## config.mk

```make
export PLATFORM = sky130hd
export DESIGN_NAME = mdu_ctrl
export DESIGN_NICKNAME = d
export VERILOG_FILES = /design/src/rtl/mdu_ctrl.sv
export SDC_FILE = /design/constraint.sdc
export NUM_CORES = 2
export LEC_CHECK = 0
export BUFFER_PORTS_ARGS = -buffer_cell sky130_fd_sc_hd__clkbuf_2
export CAP_MARGIN = 20
export CELL_PAD_IN_SITES_DETAIL_PLACEMENT = 1
export CELL_PAD_IN_SITES_GLOBAL_PLACEMENT = 2
export CORE_MARGIN = 2
export CORE_UTILIZATION = 25
export CTS_BUF_LIST = sky130_fd_sc_hd__clkbuf_8
export CTS_CLUSTER_DIAMETER = 50
export CTS_CLUSTER_SIZE = 40
export DETAILED_ROUTE_END_ITERATION = 16
export PLACE_DENSITY_LB_ADDON = 0.3
export SLEW_MARGIN = 20
export SYNTH_ARGS = -nofsm -noshare
export SYNTH_HDL_FRONTEND = slang
export SYNTH_SLANG_ARGS = --single-unit
```

## constraint.sdc

```tcl
create_clock -name clk -period 11.9 [get_ports clk]
set_clock_uncertainty 0.1 [all_clocks]
set_input_delay 0.595 -clock clk [delete_from_list [all_inputs] [get_ports clk]]
set_output_delay 0.595 -clock clk [all_outputs]
set_load 0.01 [all_outputs]
```

## src/rtl/mdu_ctrl.sv

```systemverilog
// Multiply/divide unit controller with HI/LO registers: 1-cycle MULT, 32-cycle restoring DIV.
// Latency: MULT result in HI/LO two cycles after start; DIV thirty-three cycles after start.
// Backpressure: stall holds EX while busy; the result waits in DONE until ex_allowout or flush.
//
// Ports:
//   clk, rst                 - clock (rising edge), asynchronous active-high reset
//   ex_valid, mult, div      - EX-stage instruction valid and its MULT(U)/DIV(U) decode
//   mdsign                   - 1 signed, 0 unsigned operation
//   hilowen                  - MTHI (bit1) / MTLO (bit0) write enables, ignored for mult/div
//   rega, regb               - GPR[rs], GPR[rt] operands
//   flush, ex_allowout       - kill of the EX instruction / downstream accepts EX
//   stall                    - hold EX while an operation is in progress
//   hi_o, lo_o               - HI and LO registers, driven straight from flops
module mdu_ctrl (
    input  logic        clk,
    input  logic        rst,
    input  logic        ex_valid,
    input  logic        mult,
    input  logic        div,
    input  logic        mdsign,
    input  logic [1:0]  hilowen,
    input  logic [31:0] rega,
    input  logic [31:0] regb,
    input  logic        flush,
    input  logic        ex_allowout,
    output logic        stall,
    output logic [31:0] hi_o,
    output logic [31:0] lo_o
);

    typedef enum logic [1:0] {S_IDLE, S_MUL, S_DIV, S_DONE} state_t;

    // The state register also records the latched op type (S_MUL vs S_DIV).
    state_t      r_state;
    logic [31:0] r_a;
    logic [31:0] r_b;
    logic        r_sign;
    logic [5:0]  r_cnt;
    logic [31:0] r_quo;     // dividend shifts out the top, quotient bits shift in the bottom
    logic [31:0] r_rem;     // partial remainder
    logic [31:0] r_hi;
    logic [31:0] r_lo;

    logic        w_idle;
    logic        w_start;
    logic        w_mtx;
    logic [31:0] w_absa_in;
    logic [63:0] w_ma;
    logic [63:0] w_mb;
    logic [63:0] w_prod;
    logic [31:0] w_absb;
    logic [32:0] w_shift;
    logic        w_ge;
    logic [31:0] w_rem_nxt;
    logic [31:0] w_quo_nxt;
    logic [31:0] w_qfix;
    logic [31:0] w_rfix;

    assign w_idle  = (r_state == S_IDLE);
    assign w_start = ex_valid & (mult | div) & ~flush & w_idle;
    assign w_mtx   = ex_valid & ~flush & ~mult & ~div & w_idle;
    assign stall   = ~flush & (w_start | (r_state == S_MUL) | (r_state == S_DIV));

    assign w_absa_in = (mdsign & rega[31]) ? (~rega + 32'd1) : rega;

    // Sign- or zero-extend to 64 bits so one unsigned multiply covers both flavours.
    assign w_ma   = {{32{r_sign & r_a[31]}}, r_a};
    assign w_mb   = {{32{r_sign & r_b[31]}}, r_b};
    assign w_prod = w_ma * w_mb;

    // One restoring-division step. A zero divisor always "fits", giving Q=all ones, R=dividend.
    assign w_absb    = (r_sign & r_b[31]) ? (~r_b + 32'd1) : r_b;
    assign w_shift   = {r_rem, r_quo[31]};
    assign w_ge      = (w_shift >= {1'b0, w_absb});
    // The true difference is below the divisor, so 32-bit wraparound is exact.
    assign w_rem_nxt = w_ge ? (w_shift[31:0] - w_absb) : w_shift[31:0];
    assign w_quo_nxt = {r_quo[30:0], w_ge};

    // Sign fix: quotient takes the XOR of operand signs, remainder follows the dividend.
    assign w_qfix = (r_sign & (r_a[31] ^ r_b[31])) ? (~w_quo_nxt + 32'd1) : w_quo_nxt;
    assign w_rfix = (r_sign & r_a[31])             ? (~w_rem_nxt + 32'd1) : w_rem_nxt;

    assign hi_o = r_hi;
    assign lo_o = r_lo;

    always_ff @(posedge clk or posedge rst) begin
        if (rst) begin
            r_state <= S_IDLE;
            r_a     <= 32'd0;
            r_b     <= 32'd0;
            r_sign  <= 1'b0;
            r_cnt   <= 6'd0;
            r_quo   <= 32'd0;
            r_rem   <= 32'd0;
            r_hi    <= 32'd0;
            r_lo    <= 32'd0;
        end else if (flush) begin
            // Kill whatever is in flight; HI/LO keep their old contents.
            r_state <= S_IDLE;
            r_cnt   <= 6'd0;
        end else begin
            case (r_state)
                S_IDLE: begin
                    if (w_start) begin
                        r_a     <= rega;
                        r_b     <= regb;
                        r_sign  <= mdsign;
                        r_cnt   <= 6'd0;
                        r_rem   <= 32'd0;
                        r_quo   <= w_absa_in;
                        r_state <= mult ? S_MUL : S_DIV;
                    end else if (w_mtx) begin
                        if (hilowen[1]) r_hi <= rega;
                        if (hilowen[0]) r_lo <= rega;
                    end
                end
                S_MUL: begin
                    r_hi    <= w_prod[63:32];
                    r_lo    <= w_prod[31:0];
                    r_state <= S_DONE;
                end
                S_DIV: begin
                    r_quo <= w_quo_nxt;
                    r_rem <= w_rem_nxt;
                    if (r_cnt == 6'd31) begin
                        r_hi    <= w_rfix;
                        r_lo    <= w_qfix;
                        r_cnt   <= 6'd0;
                        r_state <= S_DONE;
                    end else begin
                        r_cnt <= r_cnt + 6'd1;
                    end
                end
                S_DONE: begin
                    if (ex_allowout) r_state <= S_IDLE;
                end
                default: r_state <= S_IDLE;
            endcase
        end
    end

endmodule

```

==> flow_summary.rst <==
.. list-table::
   :header-rows: 1

   * - Metric
     - Value
   * - Max stage delay cell, worst path
     - sky130_fd_sc_hd__fa_1
   * - Number of slew-limit violations in the final report
     - 0
   * - DRT antenna net count
     - 0
   * - Final hold violations
     - 0
   * - Proportion of synthesized chip area in sequential cells
     - 0.0964
   * - # hold bufs at CTS
     - 0
   * - Post-Syn Area
     - 52,200 sq um
   * - Cell Rows
     - about 170
   * - Endpoint class of the critical path
     - register
   * - Min-delay worst type
     - in2async
   * - M3 GR Usage
     - 0.0107
   * - CTS tree
     - built
   * - Tightest slew margin relative to the limit
     - 0.198
   * - CP Class
     - reg2reg
   * - Total of buffers placed on input and output ports
     - 138
   * - Total wire length
     - 189,000 um
   * - Critical path's largest stage delay
     - 950 ps
   * - Die footprint
     - 212,000 sq um
   * - Die width
     - about 460 um
   * - Clock root buffer
     - sky130_fd_sc_hd__clkbuf_8
   * - Synthesized instance count
     - 5,881
   * - Initial DRC Count
     - 1,794
   * - Worst EP arrival
     - 10,210 ps
   * - EDFF count, synth
     - 0
   * - Ys flop type
     - sky130_fd_sc_hd__dfrtp_1
   * - Effective utilization at floorplan
     - 0.252
   * - Remaining Overflow, GRT
     - 0
   * - Required time of the worst setup path
     - 12,310 ps
   * - Maximum operating frequency
     - roughly 0.10 GHz
   * - Family with the most delay on the worst path
     - adder cells
   * - Final cycle utilization of the critical path
     - 0.824
   * - Initial antenna violation count
     - 7
   * - Detailed-router iteration count before antenna repair
     - 5
   * - Gr busiest metal
     - met2
   * - Clock transition at the register clock pins on the worst setup and hold paths after CTS
     - 130 ps
   * - Status
     - complete, no violations
   * - Async set or reset register ratio after synthesis
     - 1.00
   * - Post-synthesis average cell area
     - 8.87 sq um
   * - Unrepaired setup endpoints after global routing
     - false
   * - Syn-to-layout area delta
     - 8.44%
   * - Max H-tree Level
     - 2
   * - GRT Overall Usage
     - 0.181
   * - Cell-by-cell listing of the critical path
     - nand2_1 -> nor2_1 -> fa_1 -> fa_1 -> fa_1 -> fa_1 -> inv_1 -> fa_1 -> inv_1 -> fa_1 -> inv_1 -> fa_1 -> fa_1 -> inv_1 -> ha_1 -> a21oi_1 -> o21bai_1 -> a21o_1 -> a311oi_1 -> o32ai_1 -> a211oi_1 -> nand3_1 -> mux2i_1 -> nor3_1
   * - Min Clock Period, post-route
     - 9800 ps
   * - Die Span Y
     - between 400 and 500 um
   * - Distinct cell type count after synthesis
     - 88
   * - Routability Congestion
     - 0.834
   * - Nets in the synthesized netlist
     - 7,335
   * - Commonest cells after routing, fill and taps aside
     - sky130_fd_sc_hd__inv_1 (1,173), sky130_fd_sc_hd__fa_1 (1,126), sky130_fd_sc_hd__nand2_1 (923)
   * - Core region area
     - 207,000 sq um
   * - Via count of the first global-routing pass
     - between 40,000 and 50,000
   * - Maximum number of pins on one net before global-route repair
     - ~100
   * - Post-detailed-route DRC marker count
     - 0
   * - Placed wire-length estimate after detailed placement
     - approximately 160,000 um
   * - Number of buffers added for setup after CTS
     - 0
   * - Crit-path most repeated cell
     - sky130_fd_sc_hd__fa_1
   * - Routed wire length per instance
     - about 22 um
   * - Count of clock tree sinks
     - ~200
   * - Global-route met1 utilization
     - 0.238
   * - #FFs+latches synth
     - 201
   * - Most common cell after layout, fill and taps aside
     - sky130_fd_sc_hd__inv_1
   * - Highest net fanout along the worst path
     - 39
   * - Worst setup SP type
     - register
   * - CTS buffer count
     - 34
   * - I/O Pins
     - ~140
   * - Setup violation total in the final timing report
     - 0
   * - Met2 track utilization from global routing
     - 0.331
   * - Total negative setup slack
     - 0 ps
   * - Worst-Margin Slew
     - 1200 ps
   * - Latest clock arrival within the worst-skew pair
     - 660 ps
   * - Cells resized by post-CTS repair
     - 0
   * - Total Nets Final
     - about 7,300
   * - Fraction of final layout cells sized beyond drive strength 1
     - 0.0715
   * - Global-route wire length before repair
     - 292,000 um
   * - Max Root-Sink Buffers
     - 3
   * - Syn. warnings
     - 0
   * - Via count of the routed design
     - 40,200
   * - Ratio of routed vias to standard cells
     - between 4 and 5
   * - # Max-Cap Violations
     - 0
   * - Buffers and inverters on the worst path
     - 4
==> layout make-up <==
class | instances | area (sq um)
flip-flops and latches | 201 | 5040
clock inverters | 24 | 231
inverters | 1175 | 4420
repair buffers | 238 | 1450
clock buffers | 37 | 509
multi-input cells | 4157 | 41400
diodes | 2 | 5.00
well taps | 2788 | 3490
fillers | 24500 | 151000
==> cell usage after synthesis, drive strengths merged, types with 18 or more instances <==
cell    instances  area (sq um)
a211oi         19           143
a21o           47           353
a21oi         172           865
a221oi         50           450
a31oi          22           138
and2          361          2260
and3           36           225
buf            64           282
clkbuf        284          1070
dfrtp         201          5030
fa           1126         22500
ha            254          3180
inv          1173          4410
mux2           69           777
mux2i          28           284
nand2         924          3470
nand2b         35           219
nand3          43           220
nand4          18           113
nor2          209           785
nor3           54           270
nor4           31           213
o21a           20           150
o21ai         176           881
o31ai          70           549
or3            23           144
xnor2         114           998
xor2           84           736
==> final timing paths <==
| kind | depth (start not counted) | start | slack, ps | endpoint |
|---|---|---|---|---|
| min in group clk | 2 | regb[5] | 90 | r_b[5] |
| hold reg to reg | 2 | lo_o[4] | 390 | lo_o[4] |
| setup / recovery | 24 | r_a[31] | 2100 | hi_o[30] |
| setup reg to reg | 24 | r_a[31] | 2100 | hi_o[30] |
| max in group asynchronous | 3 | rst | 10160 | r_b[14] |
| hold / removal | 2 | rst | 3 | r_quo[8] |
==> per-stage QoR <==
step	std cells	worst slack, ps	utilization	hold WS [ps]	cell area, sq um
CTS	8620	2120	0.273	2.28	56600
finish	8622	2100	0.273	3.26	56600
floorplan	5881	3480	-	365	52200
global route	8620	1650	0.273	37.0	56600
detailed placement	8559	2170	0.269	373	55800
global placement	8559	2460	0.269	364	55800
==> flip-flops by register name, summed over array words and instances, names as in the netlist <==
name     cells
r_state      2
r_quo       32
r_sign       1
hi_o        32
lo_o        32
r_rem       32
r_b         32
r_a         32
r_cnt        6
==> cell families after synthesis <==
kind of cell	count (synthesis)	synth area share
fa+ha+maj	1380	0.493
xor+xnor	198	0.0332
flops	201	0.0964
buf+inv	1523	0.110
simple gates	1791	0.160
compound gates	691	0.0871
mux	97	0.0203
==> layer usage <==
metal	share of wire	wire, um
met1	0.44	83300
met2	0.52	98600
met3	0.023	4320
met4	0.016	3030
met5	0.000090	17
Power is not shown: default switching activity piles up to over one toggle a cycle in this logic, so the estimate is an artifact.
